## config.mk

```make
export PLATFORM = sky130hd
export DESIGN_NAME = pulse_dispatch
export DESIGN_NICKNAME = d
export VERILOG_FILES = /design/src/rtl/pulse_dispatch_pkg.sv /design/src/rtl/cmd_fifo.sv /design/src/rtl/pulse_dispatch.sv
export SDC_FILE = /design/constraint.sdc
export NUM_CORES = 1
export LEC_CHECK = 0
export CAP_MARGIN = 30
export CORE_AREA = 2 2 212 214
export DETAILED_ROUTE_END_ITERATION = 12
export DIE_AREA = 0 0 214 216
export PLACE_DENSITY = 0.78
export SLEW_MARGIN = 20
export SYNTH_ARGS = -nofsm -noshare
export SYNTH_HDL_FRONTEND = slang
export SYNTH_SLANG_ARGS = --single-unit
```

## constraint.sdc

```tcl
create_clock -name clk -period 7 [get_ports clk]
set_input_delay 1.05 -clock clk [delete_from_list [all_inputs] [get_ports clk]]
set_output_delay 1.05 -clock clk [all_outputs]
set_load 0.02 [all_outputs]
```

## src/rtl/pulse_dispatch_pkg.sv

```systemverilog
// rtl/pulse_dispatch_pkg.sv - shared FSM state type and default widths for pulse_dispatch
package pulse_dispatch_pkg;
  localparam int PULSE_CMD_WIDTH = 72;
  localparam int ELEM_SEL_WIDTH = 2;

  typedef enum logic {
    IDLE  = 1'b0,
    ISSUE = 1'b1
  } state_e;
endpackage

```

## src/rtl/cmd_fifo.sv

```systemverilog
// rtl/cmd_fifo.sv - single-clock command FIFO; count is the only full/empty indicator
module cmd_fifo #(
  parameter int WIDTH = pulse_dispatch_pkg::PULSE_CMD_WIDTH,
  parameter int DEPTH = 8,
  localparam int AW = $clog2(DEPTH)
) (
  input  logic             clk,
  input  logic             reset,
  input  logic             push,
  input  logic             pop,
  input  logic [WIDTH-1:0] wdata,
  output logic [WIDTH-1:0] rdata,
  output logic [AW:0]      count
);
  import pulse_dispatch_pkg::*;

  localparam logic [AW:0] FULL_COUNT = (AW + 1)'(DEPTH);

  logic [WIDTH-1:0] mem_q [DEPTH];
  logic [AW-1:0]    wptr_q, wptr_d, rptr_q, rptr_d;
  logic [AW:0]      count_q, count_d;
  logic             do_push, do_pop;

  always_comb begin
    do_push = push && (count_q != FULL_COUNT);
    do_pop  = pop && (count_q != '0);
    wptr_d  = do_push ? wptr_q + 1'b1 : wptr_q;
    rptr_d  = do_pop ? rptr_q + 1'b1 : rptr_q;
    count_d = count_q + (AW + 1)'(do_push) - (AW + 1)'(do_pop);
  end

  always_ff @(posedge clk or posedge reset) begin
    if (reset) begin
      wptr_q  <= '0;
      rptr_q  <= '0;
      count_q <= '0;
    end else begin
      wptr_q  <= wptr_d;
      rptr_q  <= rptr_d;
      count_q <= count_d;
    end
  end

  // Storage needs no reset: count gates every read of stale entries.
  always_ff @(posedge clk) begin
    if (do_push) mem_q[wptr_q] <= wdata;
  end

  assign rdata = mem_q[rptr_q];
  assign count = count_q;
endmodule

```

## src/rtl/pulse_dispatch.sv

```systemverilog
// rtl/pulse_dispatch.sv - queues pulse commands and issues them one at a time to the
// selected element with a valid/ready handshake.
module pulse_dispatch #(
  parameter int DEPTH = 8,
  parameter int ELEM_SEL_WIDTH = pulse_dispatch_pkg::ELEM_SEL_WIDTH,
  parameter int CMD_WIDTH = pulse_dispatch_pkg::PULSE_CMD_WIDTH,
  localparam int N_ELEM = 2 ** ELEM_SEL_WIDTH,
  localparam int PAY_W = CMD_WIDTH - ELEM_SEL_WIDTH,
  localparam int CW = $clog2(DEPTH) + 1
) (
  input  logic                 clk,
  input  logic                 reset,
  input  logic [CMD_WIDTH-1:0] cmd_in,
  input  logic                 cstrobe_in,
  output logic [PAY_W-1:0]     elem_cmd,
  output logic [N_ELEM-1:0]    elem_valid,
  input  logic [N_ELEM-1:0]    elem_ready,
  output logic [CW-1:0]        fifo_count,
  output logic                 overflow,
  input  logic                 clear_overflow
);
  import pulse_dispatch_pkg::*;

  logic [CMD_WIDTH-1:0]      head;
  logic [CW-1:0]             count;
  logic                      full, empty, push, pop, drop, handshake;
  logic [ELEM_SEL_WIDTH-1:0] head_sel;
  state_e                    state_q, state_d;
  logic [PAY_W-1:0]          cmd_q, cmd_d;
  logic [N_ELEM-1:0]         valid_q, valid_d;
  logic                      overflow_q, overflow_d;

  cmd_fifo #(
    .WIDTH(CMD_WIDTH),
    .DEPTH(DEPTH)
  ) u_cmd_fifo (
    .clk  (clk),
    .reset(reset),
    .push (push),
    .pop  (pop),
    .wdata(cmd_in),
    .rdata(head),
    .count(count)
  );

  always_comb begin
    full      = (count == CW'(DEPTH));
    empty     = (count == '0);
    // Fullness is judged before this edge's pop, so a same-cycle pop never frees a slot.
    push      = cstrobe_in && !full;
    drop      = cstrobe_in && full;
    handshake = (state_q == ISSUE) && ((valid_q & elem_ready) != '0);
    pop       = !empty && ((state_q == IDLE) || handshake);
    head_sel  = head[CMD_WIDTH-1 -: ELEM_SEL_WIDTH];

    state_d = state_q;
    cmd_d   = cmd_q;
    valid_d = valid_q;
    if (pop) begin
      state_d           = ISSUE;
      cmd_d             = head[PAY_W-1:0];
      valid_d           = '0;
      valid_d[head_sel] = 1'b1;
    end else if (handshake) begin
      state_d = IDLE;
      valid_d = '0;
    end

    overflow_d = drop ? 1'b1 : (clear_overflow ? 1'b0 : overflow_q);
  end

  always_ff @(posedge clk or posedge reset) begin
    if (reset) begin
      state_q    <= IDLE;
      cmd_q      <= '0;
      valid_q    <= '0;
      overflow_q <= 1'b0;
    end else begin
      state_q    <= state_d;
      cmd_q      <= cmd_d;
      valid_q    <= valid_d;
      overflow_q <= overflow_d;
    end
  end

  assign elem_cmd   = cmd_q;
  assign elem_valid = valid_q;
  assign fifo_count = count;
  assign overflow   = overflow_q;
endmodule

```

---- After elaboration in Yosys (flattened, before gate mapping) ----
Memory sizes are Yosys's and may differ from the RTL's.
Cells that the tools add are included.
word-level totals
  bits in registers ....................... 86
  latch bits .............................. 0
  RAM bits ................................ 576
  bits in read-only memories .............. 0
  word-level logic and storage cells ...... 43
  memories ................................ 1
memory list
  memory            words  width  read ports  clocked after memory_dff  wr ports  line            source
  u_cmd_fifo.mem_q  8      72     1           0                         1         cmd_fifo.sv:19  logic [WIDTH-1:0] mem_q [DEPTH];
operators by class
  add/sub/neg operators ................... 4
  $mul .................................... 0
  divide/modulo/power cells ............... 0
  magnitude comparators ................... 2
  eq/ne operators ......................... 2
  shifts and indexed selects .............. 0
  multiplexer cells ....................... 10
  bitwise logic cells ..................... 2
  reductions and logical operators ........ 15
operators by type and width
  operator                                                     count
  two-way mux 4 bit                                            2
  nonzero test 4 bit                                           2
  logical AND 1 bit                                            7
  two-way mux 1 bit                                            7
  adder 3 x 1 -> 3 bit (second input constant)                 2
  adder 4 x 1 -> 4 bit                                         1
  AND 4 bit                                                    1
  == test 4 bit (second input constant)                        1
  zero test 4 bit                                              1
  != test 4 bit (second input constant)                        1
  nonzero test 2 bit                                           2
  subtractor 4 x 1 -> 4 bit                                    1
  less-than comparator 2 x 3 -> 1 bit (second input constant)  1
  demux 1 bit (select 2 bit)                                   1
  >= comparator 2 x 1 -> 1 bit (second input constant)         1
  zero test 1 bit                                              2
  logical OR 1 bit                                             1
  inverter 1 bit                                               1

---- Logic depth before layout (Yosys ltp) ----
  depth in word-level cells ............... 7
  gate-level depth with buffers ........... 12

---- By module ----
A second synthesis with hierarchy kept.
second synthesis, totals
  cell total of the unflattened synthesis .. 1069
  area total of the unflattened synthesis .. 25605.8 um^2
by module, submodules not included
  module          instances  cells each  area an instance (um^2)  sequential area each (um^2)
  cmd_fifo        1          886         22361.4                  17546.8
  pulse_dispatch  1          183         3244.4                   1901.8

---- Worst setup path after synthesis ----
Ideal clock, no wire load.
  path kind ............................... input port to flip-flop
  from .................................... in cstrobe_in
  to ...................................... mem u_cmd_fifo.mem_q[0][0] in the netlist's numbering (enable)
  setup time .............................. 0.590 ns
  arrival ................................. 6.071 ns
  setup slack ............................. 0.338 ns
  stages on the path ...................... 2
  buffers on the path ..................... 0
  path through ............................ nand3b_1 nor3_1
between the ends
  word-level cells in the longest chain between the ends .. 4
ends and longest elaborated chain
  element                                  line                  source
  start: declaration                       pulse_dispatch.sv:14  input logic cstrobe_in,
  logical AND 1 bit                        pulse_dispatch.sv:50  push = cstrobe_in && !full;
  logical AND 1 bit                        cmd_fifo.sv:25        do_push = push && (count_q != FULL_COUNT);
  two-way mux 1 bit                        cmd_fifo.sv:46        if (do_push) mem_q[wptr_q] <= wdata;
  two-way mux 1 bit (implied by the code)  cmd_fifo.sv:46
  end: declaration                         cmd_fifo.sv:19
Every way passes these cells.

---- Final worst setup path ----
  from .................................... in cstrobe_in
  to ...................................... mem u_cmd_fifo.mem_q[7][28] in the netlist's numbering (enable)
Same word-level chain as after synthesis.

==> impl_metrics.yaml <==
logic_synthesis:
  syn_avg_cell_area_um2: 23.7
  yosysWarnings: 0
  yosysSeqAreaShare_pct: 77.1
  netlist_area_um2: 25200
  ys.flop_type: "edfxtp_1"
  synth_edf_count: 576
  syn-num-nets: 1153
  synth_cell_types: 36
  syn_inst: 1064
  ys_seq_elements: 662
  async_flop_share_pct: 13.0
sta:
  worst_pin_slew_ns: 0.915
  rsz0062_at_grt: "false"
  slew-limit-headroom_pct: 38.8
  final.setup.tns_ns: 0
  whs_ns: 0.484
  fin_crit_sh_pct: 48.1
  fin_worst_skew_ns: 0.0187
  fmax_ghz: 0.297
  report.final.slew_viol_count: 0
  setup_viol: 0
  period_needed_ns: 3.36
  hold_violations: 0
detailed_routing:
  drt-total-wl_um: 47600
  drc: 0
  dr_total_vias: 11100
  vias_per_cell: 5.83
  drt_iter0_markers: 906
  wl_per_cell_um: 25.0
  ant_nets: 0
  drt_pass1_iterations: 5
placed_design:
  placement.io_buffers: 158
  dpl.hpwl_um: 27100
  dpl.cell_count: 1787
  place_congestion: 0.711
clock_network:
  cts_hold_buf: 0
  clk_latency_ns: 0.61
  h-tree-depth: 2
  cts_num_sinks: 662
  clockBufferDepth: 3
  post_cts.repair.setup_buffers: 0
  cts_buffers: 60
  cts_tree: "yes"
  ctsResizeCount: 0
  clk_transition_reported_paths_ns: 0.06
  root_buffer: "clkbuf_16"
layout:
  fillers: 2637
  area_growth_pct: 17.1
  num-nets-final: 1346
  final_layout_size_suffix_gt1_share_pct: 31.2
  fin_cells: 1907
floorplan:
  chipWidth_um: 214
  core_um2: 43800
  die_y_um: 216
  start_util_pct: 57.6
  io_pins: 159
  dieArea_um2: 46200
  num_rows: 77
global_route:
  grt_pass1_vias: 11900
  grt.overflow.total: 0
  grt_pass1_wl_um: 73500
  grt_usage_pct: 21.2
  antenna_found_initial: 8
  grt_max_degree: 93
min_path:
  whs_path_depth: 1
  hp-start: "elem_cmd[33]"
  whs_endpoint: "elem_cmd[33]"
  hold_path_class: "reg -> reg"
power_and_ir_drop:
  power.leakage_nw: 9.86
  ir_drop_uv: 308
  powerDensity_nw_per_um2: 439
worst_setup_path:
  reg2reg_to: "u_cmd_fifo.mem_q[7][28]"
  path_class: "in -> reg"
  r2r-start: "u_cmd_fifo.count[2]"
  required_ns: 7.23
  r2r_slack_ns: 3.83
  critPathCaptureType: "register"
  arrival_ns: 3.59
  rr_worst_depth: 6
  crit_path_start_kind: "input pin"
  worstPathMaxFanout: 44
status:
  status: "finished clean"
job:
  drv_cap: 0
==> state kept, by name, indices dropped and copies added, names as in the netlist <==
signal / flops
u_cmd_fifo.mem_q: 576
elem_cmd: 70
elem_valid: 4
u_cmd_fifo.count: 4
u_cmd_fifo.rptr_q: 3
u_cmd_fifo.wptr_q: 3
overflow: 1
state_q: 1
==> critical path, stage by stage <==
cell and delay [ns]:
clkdlybuf4s50_1 0.59, nand3_1 0.35, nor2_4 0.82, buf_4 0.69
==> cells in the final DEF, fill, tap and decap left out, types with 3 or more instances in the layout <==
| cell | instances |
|---|---|
| edfxtp_1 | 576 |
| clkdlybuf4s50_1 | 158 |
| mux4_2 | 144 |
| mux2_2 | 89 |
| dfrtp_1 | 83 |
| clkbuf_16 | 61 |
| mux2_4 | 50 |
| clkbuf_1 | 18 |
| inv_1 | 17 |
| buf_4 | 17 |
| clkinv_2 | 11 |
| ha_1 | 8 |
| diode_2 | 6 |
| nor2_4 | 6 |
| bufinv_16 | 6 |
| mux2_1 | 5 |
| clkbuf_8 | 5 |
| clkinv_1 | 5 |
| nand2_1 | 4 |
| xnor2_1 | 4 |
| o32ai_1 | 4 |
| inv_6 | 3 |
| clkinvlp_4 | 3 |
| dfrtp_4 | 3 |
==> stage by stage <==
stage / setup slack, ns / util, % / power [mW] / instance area [um^2]
after floorplan: 0.338 / - / 8.52 / 25200
after global placement: 2.94 / 62.7 / 9.69 / 27500
after detailed placement: 3.03 / 62.8 / 9.83 / 27600
after CTS: 3.66 / 67.4 / 13.1 / 29500
after global routing: 3.50 / 67.4 / 13.5 / 29500
final: 3.64 / 67.4 / 13.0 / 29500
==> how the worst max path moves through the flow <==
stage | start | endpoint | slack (ns) | cells after the start
6_report | cstrobe_in | u_cmd_fifo.mem_q[7][28] | 3.64 | 4
4_1_cts | cstrobe_in | u_cmd_fifo.mem_q[3][14] | 3.66 | 4
5_1_grt | cstrobe_in | u_cmd_fifo.mem_q[7][47] | 3.50 | 4
3_5_place_dp | cstrobe_in | u_cmd_fifo.mem_q[7][45] | 3.03 | 4
2_1_floorplan | cstrobe_in | u_cmd_fifo.mem_q[0][0] | 0.34 | 2
3_3_place_gp | cstrobe_in | u_cmd_fifo.mem_q[4][25] | 2.94 | 4
==> layer usage <==
metal	track usage, %	up-vias	share of wire (%)
li1	-	4818	-
met1	30.0	5857	42
met4	6.11	4	1.9
met2	34.1	365	50
met5	0	-	0.048
met3	4.54	69	6.0
==> power breakdown <==
part / total [mW] / switching [mW] / internal [mW]
registers: 5.49 / 0.385 / 5.11
clock network: 3.25 / 1.37 / 1.88
logic: 4.22 / 1.97 / 2.25
total: 13.0 / 3.73 / 9.24
==> cells in the mapped netlist (2+ instances only) <==
master / number / area share [%]
edfxtp_1: 576 / 69
mux4_2: 144 / 13
mux2_2: 89 / 4.0
dfrtp_1: 86 / 8.5
mux2_4: 50 / 3.0
buf_2: 18 / 0.36
clkbuf_1: 18 / 0.27
inv_1: 18 / 0.27
ha_1: 8 / 0.40
buf_8: 6 / 0.36
nor2_1: 6 / 0.089
mux2_1: 5 / 0.22
nand2_1: 4 / 0.059
o32ai_1: 4 / 0.14
xnor2_1: 4 / 0.14
buf_1: 2 / 0.030
buf_4: 2 / 0.059
mux2i_1: 2 / 0.079
nand2b_1: 2 / 0.050
nand3_1: 2 / 0.040
nor3_1: 2 / 0.040
xor2_1: 2 / 0.069
==> final cells by class <==
type	count	area (um^2)	area share, %
clock buffer	84	1660	5.63
inverter	19	76.3	0.258
timing repair buffer	178	1780	6.04
multi-input combinational	336	5490	18.6
antenna	6	15.0	0.0508
clock inverter	30	320	1.08
tap	592	741	2.51
sequential	662	19500	65.9
==> logic make-up (layout without fill, tap and decap cells) <==
group | after synthesis | in the layout | share of synthesized area (%)
xor gates and xnor gates | 6 | 6 | 0.208
DFF | 662 | 662 | 77.1
other | 0 | 6 | 0
and+or+nand+nor | 19 | 19 | 0.372
AOI/OAI and AO/OA | 12 | 12 | 0.377
buffers and inverters | 66 | 311 | 1.40
muxes | 290 | 290 | 20.1
adders and majority gates | 9 | 9 | 0.476
(Power assumes the default switching activity.)
